--- src/rtl/fp_pkg.sv ---
// Shared floating-point datapath definitions: default field widths and the
// normalizer state encoding.
package fp_pkg;

    localparam int SIZE_EXP = 8;
    localparam int SIZE_MAN = 24;

    localparam logic [SIZE_EXP-1:0] EXP_MAX = '1;

    typedef enum logic [1:0] {
        IDLE,
        SHIFT,
        DONE
    } norm_state_t;

endpackage

--- src/rtl/exp_normalize_seq_if.sv ---
// Handshake bundle between the mantissa adder, the normalizer and the
// rounding stage. The slave modport is the normalizer's view.
interface exp_normalize_seq_if #(
    parameter int SIZE_EXP = fp_pkg::SIZE_EXP,
    parameter int SIZE_MAN = fp_pkg::SIZE_MAN
);

    logic                i_valid;
    logic                o_ready;
    logic [SIZE_EXP-1:0] i_exp;
    logic [SIZE_MAN:0]   i_man;

    logic                o_valid;
    logic                i_ready;
    logic [SIZE_EXP-1:0] o_exp;
    logic [SIZE_MAN-1:0] o_man;
    logic                o_overflow;
    logic                o_underflow;
    logic                o_zero;

    modport master (
        output i_valid, i_exp, i_man, i_ready,
        input  o_ready, o_valid, o_exp, o_man, o_overflow, o_underflow, o_zero
    );

    modport slave (
        input  i_valid, i_exp, i_man, i_ready,
        output o_ready, o_valid, o_exp, o_man, o_overflow, o_underflow, o_zero
    );

endinterface

--- src/rtl/EXP_norm_step.sv ---
// One combinational normalization step: either the hidden bit is already set,
// the exponent has bottomed out (denormal), or shift left by one.
module EXP_norm_step #(
    parameter int SIZE_EXP = fp_pkg::SIZE_EXP,
    parameter int SIZE_MAN = fp_pkg::SIZE_MAN
) (
    input  logic [SIZE_EXP-1:0] exp_i,
    input  logic [SIZE_MAN:0]   man_i,
    output logic [SIZE_EXP-1:0] exp_o,
    output logic [SIZE_MAN:0]   man_o,
    output logic                done_o,
    output logic                underflow_o
);

    localparam logic [SIZE_EXP-1:0] EXP_ONE = {{(SIZE_EXP-1){1'b0}}, 1'b1};

    always_comb begin
        exp_o       = exp_i;
        man_o       = man_i;
        done_o      = 1'b0;
        underflow_o = 1'b0;
        if (man_i[SIZE_MAN-1]) begin
            done_o = 1'b1;
            // A denormal sum that reached the hidden bit is now a normal number.
            if (exp_i == '0) begin
                exp_o = EXP_ONE;
            end
        end else if (exp_i <= EXP_ONE) begin
            done_o      = 1'b1;
            underflow_o = 1'b1;
            exp_o       = '0;
        end else begin
            man_o = man_i << 1;
            exp_o = exp_i - EXP_ONE;
        end
    end

endmodule

--- src/rtl/exp_normalize_seq.sv ---
// Sequential post-add normalizer: handles carry-out in one cycle, otherwise
// removes leading zeros one bit per cycle, flagging overflow/underflow/zero.
module exp_normalize_seq
    import fp_pkg::*;
#(
    parameter int SIZE_EXP = fp_pkg::SIZE_EXP,
    parameter int SIZE_MAN = fp_pkg::SIZE_MAN
) (
    input  logic               i_clk,
    input  logic               i_rst_n,
    exp_normalize_seq_if.slave bus
);

    localparam logic [SIZE_EXP-1:0] EXP_ONES = {SIZE_EXP{1'b1}};
    localparam logic [SIZE_EXP-1:0] EXP_ONE  = {{(SIZE_EXP-1){1'b0}}, 1'b1};

    norm_state_t         state_q;
    logic [SIZE_EXP-1:0] exp_q;
    logic [SIZE_MAN:0]   man_q;
    logic                ready_q;
    logic                valid_q;
    logic                overflow_q;
    logic                underflow_q;
    logic                zero_q;

    logic [SIZE_EXP-1:0] step_exp_d;
    logic [SIZE_MAN:0]   step_man_d;
    logic                step_done_d;
    logic                step_underflow_d;

    EXP_norm_step #(
        .SIZE_EXP (SIZE_EXP),
        .SIZE_MAN (SIZE_MAN)
    ) u_step (
        .exp_i       (exp_q),
        .man_i       (man_q),
        .exp_o       (step_exp_d),
        .man_o       (step_man_d),
        .done_o      (step_done_d),
        .underflow_o (step_underflow_d)
    );

    always_ff @(posedge i_clk or negedge i_rst_n) begin
        if (!i_rst_n) begin
            state_q     <= IDLE;
            exp_q       <= '0;
            man_q       <= '0;
            ready_q     <= 1'b1;
            valid_q     <= 1'b0;
            overflow_q  <= 1'b0;
            underflow_q <= 1'b0;
            zero_q      <= 1'b0;
        end else begin
            case (state_q)
                IDLE: begin
                    if (bus.i_valid) begin
                        ready_q <= 1'b0;
                        if (bus.i_man == '0) begin
                            exp_q   <= '0;
                            man_q   <= '0;
                            zero_q  <= 1'b1;
                            valid_q <= 1'b1;
                            state_q <= DONE;
                        end else if (bus.i_man[SIZE_MAN]) begin
                            valid_q <= 1'b1;
                            state_q <= DONE;
                            // Saturate at all-ones: an exponent already at the top cannot wrap.
                            if (bus.i_exp >= EXP_ONES - EXP_ONE) begin
                                exp_q      <= EXP_ONES;
                                man_q      <= '0;
                                overflow_q <= 1'b1;
                            end else begin
                                exp_q <= bus.i_exp + EXP_ONE;
                                man_q <= bus.i_man >> 1;
                            end
                        end else begin
                            exp_q   <= bus.i_exp;
                            man_q   <= bus.i_man;
                            state_q <= SHIFT;
                        end
                    end
                end
                SHIFT: begin
                    exp_q <= step_exp_d;
                    man_q <= step_man_d;
                    if (step_done_d) begin
                        underflow_q <= step_underflow_d;
                        valid_q     <= 1'b1;
                        state_q     <= DONE;
                    end
                end
                DONE: begin
                    if (bus.i_ready) begin
                        valid_q     <= 1'b0;
                        ready_q     <= 1'b1;
                        overflow_q  <= 1'b0;
                        underflow_q <= 1'b0;
                        zero_q      <= 1'b0;
                        state_q     <= IDLE;
                    end
                end
                default: begin
                    state_q <= IDLE;
                    ready_q <= 1'b1;
                    valid_q <= 1'b0;
                end
            endcase
        end
    end

    assign bus.o_ready     = ready_q;
    assign bus.o_valid     = valid_q;
    assign bus.o_exp       = exp_q;
    assign bus.o_man       = man_q[SIZE_MAN-1:0];
    assign bus.o_overflow  = overflow_q;
    assign bus.o_underflow = underflow_q;
    assign bus.o_zero      = zero_q;

endmodule

--- src/flat_wrapper.sv ---
// flat-port wrapper written by rule: the top's interface ports become plain ports
module exp_normalize_seq_flat import fp_pkg::*;
#(
    parameter int SIZE_EXP = fp_pkg::SIZE_EXP,
    parameter int SIZE_MAN = fp_pkg::SIZE_MAN
)
  (i_clk, i_rst_n, bus_i_valid, bus_i_exp, bus_i_man, bus_i_ready, bus_o_ready, bus_o_valid, bus_o_exp, bus_o_man, bus_o_overflow, bus_o_underflow, bus_o_zero);
  exp_normalize_seq_if #(.SIZE_EXP(SIZE_EXP), .SIZE_MAN(SIZE_MAN)) bus_i ();
  input  logic i_clk;
  input  logic i_rst_n;
  input wire logic [$bits(bus_i.i_valid)-1:0] bus_i_valid;
  input wire logic [$bits(bus_i.i_exp)-1:0] bus_i_exp;
  input wire logic [$bits(bus_i.i_man)-1:0] bus_i_man;
  input wire logic [$bits(bus_i.i_ready)-1:0] bus_i_ready;
  output wire logic [$bits(bus_i.o_ready)-1:0] bus_o_ready;
  output wire logic [$bits(bus_i.o_valid)-1:0] bus_o_valid;
  output wire logic [$bits(bus_i.o_exp)-1:0] bus_o_exp;
  output wire logic [$bits(bus_i.o_man)-1:0] bus_o_man;
  output wire logic [$bits(bus_i.o_overflow)-1:0] bus_o_overflow;
  output wire logic [$bits(bus_i.o_underflow)-1:0] bus_o_underflow;
  output wire logic [$bits(bus_i.o_zero)-1:0] bus_o_zero;
  assign bus_i.i_valid = bus_i_valid;
  assign bus_i.i_exp = bus_i_exp;
  assign bus_i.i_man = bus_i_man;
  assign bus_i.i_ready = bus_i_ready;
  assign bus_o_ready = bus_i.o_ready;
  assign bus_o_valid = bus_i.o_valid;
  assign bus_o_exp = bus_i.o_exp;
  assign bus_o_man = bus_i.o_man;
  assign bus_o_overflow = bus_i.o_overflow;
  assign bus_o_underflow = bus_i.o_underflow;
  assign bus_o_zero = bus_i.o_zero;
  exp_normalize_seq #(.SIZE_EXP(SIZE_EXP), .SIZE_MAN(SIZE_MAN)) u_core (.i_clk(i_clk), .i_rst_n(i_rst_n), .bus(bus_i));
endmodule
--- config.mk ---
export PLATFORM = sky130hd
export DESIGN_NAME = exp_normalize_seq_flat
export DESIGN_NICKNAME = d
export VERILOG_FILES = /design/src/rtl/fp_pkg.sv /design/src/rtl/exp_normalize_seq_if.sv /design/src/rtl/EXP_norm_step.sv /design/src/rtl/exp_normalize_seq.sv /design/src/flat_wrapper.sv
export SDC_FILE = /design/constraint.sdc
export NUM_CORES = 1
export LEC_CHECK = 0
export CORE_MARGIN = 2
export CORE_UTILIZATION = 45
export CTS_BUF_LIST = sky130_fd_sc_hd__clkbuf_2
export CTS_CLUSTER_DIAMETER = 150
export CTS_CLUSTER_SIZE = 8
export DETAILED_ROUTE_END_ITERATION = 12
export DONT_BUFFER_PORTS = 1
export PLACE_DENSITY = 0.7
export SLEW_MARGIN = 25
export SYNTH_ARGS = -nofsm -noshare
export SYNTH_HDL_FRONTEND = slang
export SYNTH_SLANG_ARGS = --single-unit
--- constraint.sdc ---
create_clock -name i_clk -period 2 [get_ports i_clk]
set_input_delay 0.2 -clock i_clk [delete_from_list [all_inputs] [get_ports i_clk]]
set_output_delay 0.2 -clock i_clk [all_outputs]
set_load 0.02 [all_outputs]
==> results by group, run 1 <==
Finish
  • Register area: 977.2 um2
  • Share of layout cells above drive strength 1: 0.1541
  • Ant diodes: 0
  • Nets: ~330
  • Area of the multi-input gates: about 0.0014 mm2
  • Syn-to-layout area delta: 10.56%
  • Final design utilization: 0.5121
  • Filler cells: around 520

STA
  • Setup TNS: 0 ns
  • Worst rel slew slack: 0.6851
  • Final Hold Fails: 0
  • Hold_ws: 0.03082 ns
  • Period utilization: 0.9272
  • Final setup violating endpoints: 0
  • Max Slew Vio Count: 0
  • Achievable Freq: 539.2 MHz
  • Layout Skew: 0.004918 ns
  • Worst-Margin Slew: 0.4682 ns
  • Unrepaired setup endpoints after global routing: false
  • Minimum clock period: approximately 1.9 ns
  • PnR worst setup slack: around 0.15 ns

Clock network
  • Post-CTS setup buffer count: 0
  • CTS tree: yes
  • Clock transition at path regs: 0.20 ns
  • H-tree levels: 2
  • Root Driver: clkbuf_2
  • Num CTS Buffers: 5
  • Clk Latency, worst-skew pair: 0.38 ns
  • CTS max path bufs: 2
  • Clk sinks: 39

Synthesis
  • Register bit total from synthesis: 39
  • Post-Syn Area: approximately 0.0025 mm2
  • Cells after Synth: 273
  • Number of flops mapped to enable cells by yosys: 0
  • Area contributors post-synth: dfrtp_1, mux2i_1, a2bb2oi_1, a21oi_1, nor2_1
  • Top FF cell, synth: dfrtp_1
  • Synth Net Count: ~320
  • Unique cell type count in the Yosys netlist: 51
  • Sequential share of the synthesized area: 0.3855
  • Post-synth top area cell: dfrtp_1
  • Syn avg cell area: 9.285 um2
  • Synth top area share: 0.3751
  • Syn. warnings: 0
  • Ys async rst share: 1.000

Drt
  • DRT Pass-1 Iters: 4
  • Detail Route Antenna Nets: 0
  • Vias: 2187
  • Vias per std cell: 6.008
  • Routed len/inst: between 15 and 20 um
  • WL final: 6.236 mm
  • # DRC: 0
  • Iter 0 DRT Violations: 90

Min path
  • Worst min-delay path class: primary input to flop
  • Hold Crit Depth: 2
  • Hold Path Sink: u_core.bus.o_exp[6]$_DFFE_PN0P_
  • Hold path start: bus_i_exp[6]

Worst setup path
  • Critical Path AT: about 2.2 ns
  • Worst path required time: 2.33 ns
  • CP Class: flop to flop
  • Crit-path max FO: 22
  • Reg2Reg Depth: 7
  • CP endpoint kind: flop
  • Reg-to-Reg End: u_core.man_q[15]$_DFFE_PN0P_
  • FF-to-FF setup slack: 0.15 ns
  • CP Launch Type: flop
  • Crit Reg-Reg Startpoint: u_core.bus.o_exp[0]$_DFFE_PN0P_

Placed design
  • I/O Buffers: 0
  • RePlAce Congestion: 0.8624
  • Pre-CTS setup slack: 0.1439 ns
  • DP HPWL: approximately 4.7 mm

Floorplan
  • FP Rows: 27
  • Number of I/O pins: 74
  • Initial Util: 0.4632
  • Die area: 0.006250 mm2
  • Die Height: 79.06 um
  • Core footprint: 0.005473 mm2
  • Die Span X: 79.06 um

Power
  • Tot Pwr: between 4 and 5 mW
  • P_leak: ~1.2 nW
  • Internal power: approximately 2.1 mW
  • Psw: ~1.9 mW
  • Power Dens Cells: between 1000 and 1500 mW/mm2
  • VDD IR-drop max: 0.0007784 V
  • Sequential power share: 0.452
  • Switching Fraction: 0.4840
  • Comb pwr share: 0.459
  • Clk pwr share: 0.089

Global route
  • Global-route wire length before repair: approximately 10 mm
  • Number of global-route vias before repair: 2136
  • Initial antenna violation count: 0
  • Pin count of the biggest net entering global routing: 40
  • Total grt overflow: 0
  • Total GRT Usage: 0.2107

Run status
  • Status: complete, no violations

Job
  • Number of max-cap violations: 0
worst max path at each step:
stage	cells past startpoint	from	to
finish	7	u_core.bus.o_exp[0]$_DFFE_PN0P_	u_core.man_q[15]$_DFFE_PN0P_
global route	7	u_core.bus.o_exp[0]$_DFFE_PN0P_	u_core.man_q[15]$_DFFE_PN0P_
CTS	7	u_core.bus.o_exp[0]$_DFFE_PN0P_	u_core.man_q[15]$_DFFE_PN0P_
detailed placement	7	u_core.bus.o_exp[0]$_DFFE_PN0P_	u_core.man_q[15]$_DFFE_PN0P_
global placement	5	u_core.bus.o_exp[4]$_DFFE_PN0P_	u_core.man_q[8]$_DFFE_PN0P_
floorplan	6	u_core.bus.o_exp[0]$_DFFE_PN0P_	u_core.man_q[0]$_DFFE_PN0P_
per-layer routing:
layer | global-route usage | wire [um]
met5 | 0 | 0
met1 | 0.2737 | 2696
met3 | 0.07386 | 543
met2 | 0.3347 | 2906
met4 | 0.05690 | 89
kinds of logic after synthesis:
family / count (synthesis) / synth area share
AO/OA/AOI/OAI: 95 / 0.2631
AND/OR/NAND/NOR: 87 / 0.1737
flip-flops: 39 / 0.3855
multiplexers: 23 / 0.09131
buffers and inverters: 21 / 0.05133
adder cells (fa/ha/maj): 5 / 0.02468
XOR/XNOR: 3 / 0.01037
state kept, by name, summed over array words and instances, names as in the netlist:
name / cells
u_core.man_q: 24
u_core.bus.o_exp: 8
u_core.state_q: 2
u_core.bus.o_overflow: 1
u_core.bus.o_ready: 1
u_core.bus.o_underflow: 1
u_core.bus.o_valid: 1
u_core.bus.o_zero: 1
critical path, stage by stage (launching register included):
cell	delay [ns]
dfrtp_1	0.42
inv_1	0.07
ha_1	0.22
nor2_2	0.25
o31a_1	0.33
buf_6	0.24
a2bb2oi_1	0.10
a21oi_1	0.16
final cells by class:
| type | instances | share of cell area |
|---|---|---|
| clock buffer | 7 | 0.01250 |
| clock inverter | 1 | 0.001786 |
| inverter | 6 | 0.008036 |
| multi-input combinational | 213 | 0.5134 |
| sequential | 39 | 0.3487 |
| tap | 72 | 0.03214 |
| timing repair buffer | 26 | 0.08348 |
layout by cell type, fill, tap and decap left out, types with 4 or more instances in the layout:
| cell type | instances |
|---|---|
| buf_4 | 19 |
| mux2i_1 | 22 |
| clkbuf_2 | 7 |
| nand2_1 | 10 |
| dfrtp_1 | 38 |
| a2bb2oi_1 | 23 |
| ha_1 | 5 |
| nor2_1 | 41 |
| a21oi_1 | 34 |
| inv_1 | 6 |
| nand3_1 | 4 |
| nor4_1 | 5 |
| dlygate4sd3_1 | 4 |
| o21ai_0 | 7 |
| o211ai_1 | 4 |
| nor3_1 | 5 |
| o21ai_1 | 4 |
synthesized netlist by cell type, types with 4 or more instances:
library cell and n:
buf_6 5, nand3_1 4, nand2_1 10, o21ai_1 4
a21oi_1 34, mux2i_1 22, nor3_1 5, ha_1 5
o211ai_1 4, nor4_1 5, nor2_1 42, inv_1 6
o21ai_0 7, a2bb2oi_1 23, buf_2 8, dfrtp_1 38
nor2b_1 4
metrics by stage:
stage               area [um2]  std cells
floorplan                 2537        273
global placement          2690        351
detailed placement        2690        351
CTS                       2780        363
global route              2803        364
finish                    2803        364
timing repair:
item,CTS,global route
hold buffers,4,1
gates resized for setup,0,3
endpoints found under the hold margin,41,1
setup endpoints to repair,0,7
power by group through the flow:
stage          Clock (mW)  Combinational [mW]  Sequential, mW
3_3_place_gp            0                1.76            1.83
6_report            0.356                1.84            1.81
5_1_grt             0.410                2.06            1.87
3_5_place_dp            0                1.81            1.84
4_1_cts             0.365                1.83            1.82
2_1_floorplan           0                1.27            1.87
Power figures use the tool's default switching activity.
==> run 2: changes to the inputs <==
--- a/config.mk
+++ b/config.mk
@@ -12,6 +12,7 @@
 export CTS_CLUSTER_SIZE = 8
 export DETAILED_ROUTE_END_ITERATION = 12
 export DONT_BUFFER_PORTS = 1
+export GPL_TIMING_DRIVEN = 0
 export PLACE_DENSITY = 0.7
 export SLEW_MARGIN = 25
 export SYNTH_ARGS = -nofsm -noshare
==> constraint.sdc (replaced) <==
create_clock -name i_clk -period 1.6 [get_ports i_clk]
set_input_delay 0.16 -clock i_clk [delete_from_list [all_inputs] [get_ports i_clk]]
set_output_delay 0.16 -clock i_clk [all_outputs]
set_load 0.02 [all_outputs]
==> run 2 against run 1 <==
The flow now finishes with violations (negative setup slack). Sequential share of layout area decreased by 6.3 points. Critical path depth decreased by 1. Setup slack got worse by 0.47 ns. Critical endpoint is now u_core.man_q[0]$_DFFE_PN0P_.
==> results by group, run 2 (synthesized netlist as in run 1, its figures left out) <==
Worst setup path
  • Worst setup path start: u_core.bus.o_exp[6]$_DFFE_PN0P_
  • Critical path buffers and inverters: 2 (unchanged)
  • Crit-path max FO: 5 (-77%)
  • CP Class: flop to flop
  • CP max-delay cell: dfrtp_2
  • Reg2Reg Depth: 6 (-1)
  • CP endpoint: u_core.man_q[0]$_DFFE_PN0P_
  • Critical Path AT: 2.24 ns (+0.05 ns)
  • Cell Chain, Critical Path: or3_4, buf_6, nor3_4, buf_6, a21boi_4, mux2_4
  • CP Launch Type: flop
  • Worst path required time: 1.92 ns (-0.41 ns)
  • FF-to-FF setup slack: -0.32 ns (-0.47 ns)
  • CP endpoint kind: flop
  • Most common cell on crit path: buf_6
  • Worst path top cell family by delay: simple AND/OR/NAND/NOR gates
  • Reg-to-Reg End: u_core.man_q[0]$_DFFE_PN0P_
  • Crit path depth: 6 (-1)
  • CP max stage delay: 0.52 ns (+0.10 ns)
  • Crit Reg-Reg Startpoint: u_core.bus.o_exp[6]$_DFFE_PN0P_

Placed design
  • Placed cells: 345 (-1.7%)
  • Pre-CTS setup slack: -0.3229 ns (-0.4668 ns)
  • RePlAce Congestion: 0.8124 (-5.8%)
  • I/O Buffers: 0 (unchanged)
  • DP HPWL: 4.847 mm (+3.5%)

Floorplan
  • FP Rows: 27 (unchanged)
  • Die Span X: 79.06 um (unchanged)
  • Die Height: 79.06 um (unchanged)
  • Die area: 0.006250 mm2 (unchanged)
  • Core footprint: 0.005473 mm2 (unchanged)
  • Initial Util: 0.4632 (unchanged)
  • Number of I/O pins: 74 (unchanged)

Global route
  • Pin count of the biggest net entering global routing: 40 (unchanged)
  • Total GRT Usage: 0.2317 (+0.02099)
  • Total grt overflow: 0 (unchanged)
  • Number of global-route vias before repair: 2267 (+6.1%)
  • Initial antenna violation count: 0 (unchanged)
  • Global-route wire length before repair: 11.34 mm (+8.9%)

Drt
  • WL final: 7.542 mm (+21%)
  • Vias: 2338 (+6.9%)
  • Iter 0 DRT Violations: 133 (+48%)
  • DRT Pass-1 Iters: 4 (unchanged)
  • Detail Route Antenna Nets: 0 (unchanged)
  • Vias per std cell: 6.104 (+1.6%)
  • # DRC: 0 (unchanged)
  • Routed len/inst: 19.69 um (+15%)

Finish
  • Final std cells w/o fill: 383 (+5.2%)
  • Final design utilization: 0.6310 (+0.1189)
  • Nets: 352 (+5.7%)
  • Commonest non-fill, non-tap cell in the layout: dfrtp_1
  • Top reg by flops: u_core.man_q
  • Share of layout cells above drive strength 1: 0.4373 (+0.2832)
  • Commonest non-fill, non-tap cells in the layout: dfrtp_1, mux2i_1, a2bb2oi_2
  • Max reg flops: 24 (unchanged)
  • Syn-to-layout area delta: 36.23%
  • Filler cells: 449 (-14%)
  • Ant diodes: 0 (unchanged)

STA
  • Worst rel slew slack: 0.6695 (-0.01560)
  • Final Hold Fails: 0 (unchanged)
  • Max Slew Vio Count: 0 (unchanged)
  • PnR worst setup slack: -0.3228 ns (-0.4683 ns)
  • Minimum clock period: 1.923 ns (+0.06833 ns)
  • Final setup violating endpoints: 36 (+36)
  • Achievable Freq: 520.1 MHz (-3.6%)
  • Worst-Margin Slew: 0.4914 ns (+0.02319 ns)
  • Unrepaired setup endpoints after global routing: true
  • Layout Skew: 0.01671 ns (+0.01179 ns)
  • Hold_ws: 0.02966 ns (-0.001157 ns)
  • Period utilization: 1.202 (+0.2745)

Clock network
  • Clock transition at path regs: 0.21 ns (about the same)
  • Root Driver: clkbuf_2
  • Clk sinks: 39 (unchanged)
  • CTS max path bufs: 2 (unchanged)
  • H-tree levels: 2 (unchanged)
  • Clk Latency, worst-skew pair: 0.39 ns (about the same)
  • Num CTS Buffers: 5 (unchanged)
  • CTS tree: yes

Power
  • Power Dens Cells: 1901 mW/mm2 (+33%)
  • Tot Pwr: 6.565 mW (+64%)
  • VDD IR-drop max: 0.001140 V (+46%)
  • P_leak: 1.411 nW (+15%)

Run status
  • Status: finished with violations
  • Failing checks: negative setup slack

Job
  • Number of max-cap violations: 0 (unchanged)

Min path
  • Worst min-delay path class: primary input to flop
-- run 2: routing by layer --
| layer | share of wire | wire length, um | global-route usage |
|---|---|---|---|
| met1 | 0.42 | 3136 | 0.2763 |
| met2 | 0.51 | 3823 | 0.4076 |
| met3 | 0.069 | 524 | 0.07614 |
| met4 | 0.0077 | 58 | 0.04828 |
| met5 | 0 | 0 | 0 |
-- run 2: worst min path at each step --
stage	start	depth (start not counted)	to	slack, ns
final	bus_i_ready	3	u_core.bus.o_ready$_DFFE_PN1P_	0.03
after global routing	bus_i_exp[0]	3	u_core.bus.o_exp[0]$_DFFE_PN0P_	0.02
after CTS	bus_i_exp[0]	3	u_core.bus.o_exp[0]$_DFFE_PN0P_	0.01
after detailed placement	i_rst_n	0	u_core.bus.o_exp[4]$_DFFE_PN0P_	-0.13
after global placement	i_rst_n	0	u_core.bus.o_exp[7]$_DFFE_PN0P_	-0.13
after floorplan	i_rst_n	0	u_core.bus.o_exp[0]$_DFFE_PN0P_	-0.14
-- run 2: area by class of cell --
class	count	area (um2)	area share
multi-input combinational	214	1815	0.5257
sequential	39	987.2	0.2859
timing repair buffer	29	302.8	0.08768
buffer	15	142.6	0.04130
tap	72	90.09	0.02609
clock inverter	2	60.06	0.01739
clock buffer	6	30.03	0.008696
inverter	6	25.02	0.007246
-- run 2: worst min-delay path, cell delays in order --
cell and delay (ns):
nor2_1 0.02, nor2_1 0.07, o22a_1 0.13
-- run 2: repair_timing --
action / CTS / global route
hold endpoints to repair: 44 / 0
hold buffers: 7 / 0
gates cloned: 3 / 2
pin swaps: 10 / 14
endpoints found under the setup margin: 36 / 36
gates resized for setup: 27 / 61
buffers inserted: 8 / 10
-- run 2: power breakdown --
group	leakage [nW]	internal [mW]	switching (mW)
clock	0.0532	0.428	0.345
combinational	0.912	1.58	1.57
sequential	0.446	1.46	1.18
-- run 2: metrics by stage --
step | setup TNS, ns | cell area, um2
6_report | -10.12 | 3453
5_1_grt | -11.73 | 3453
4_1_cts | -8.733 | 3157
3_5_place_dp | -9.260 | 2791
3_3_place_gp | -8.859 | 2791
2_1_floorplan | -3.508 | 2701
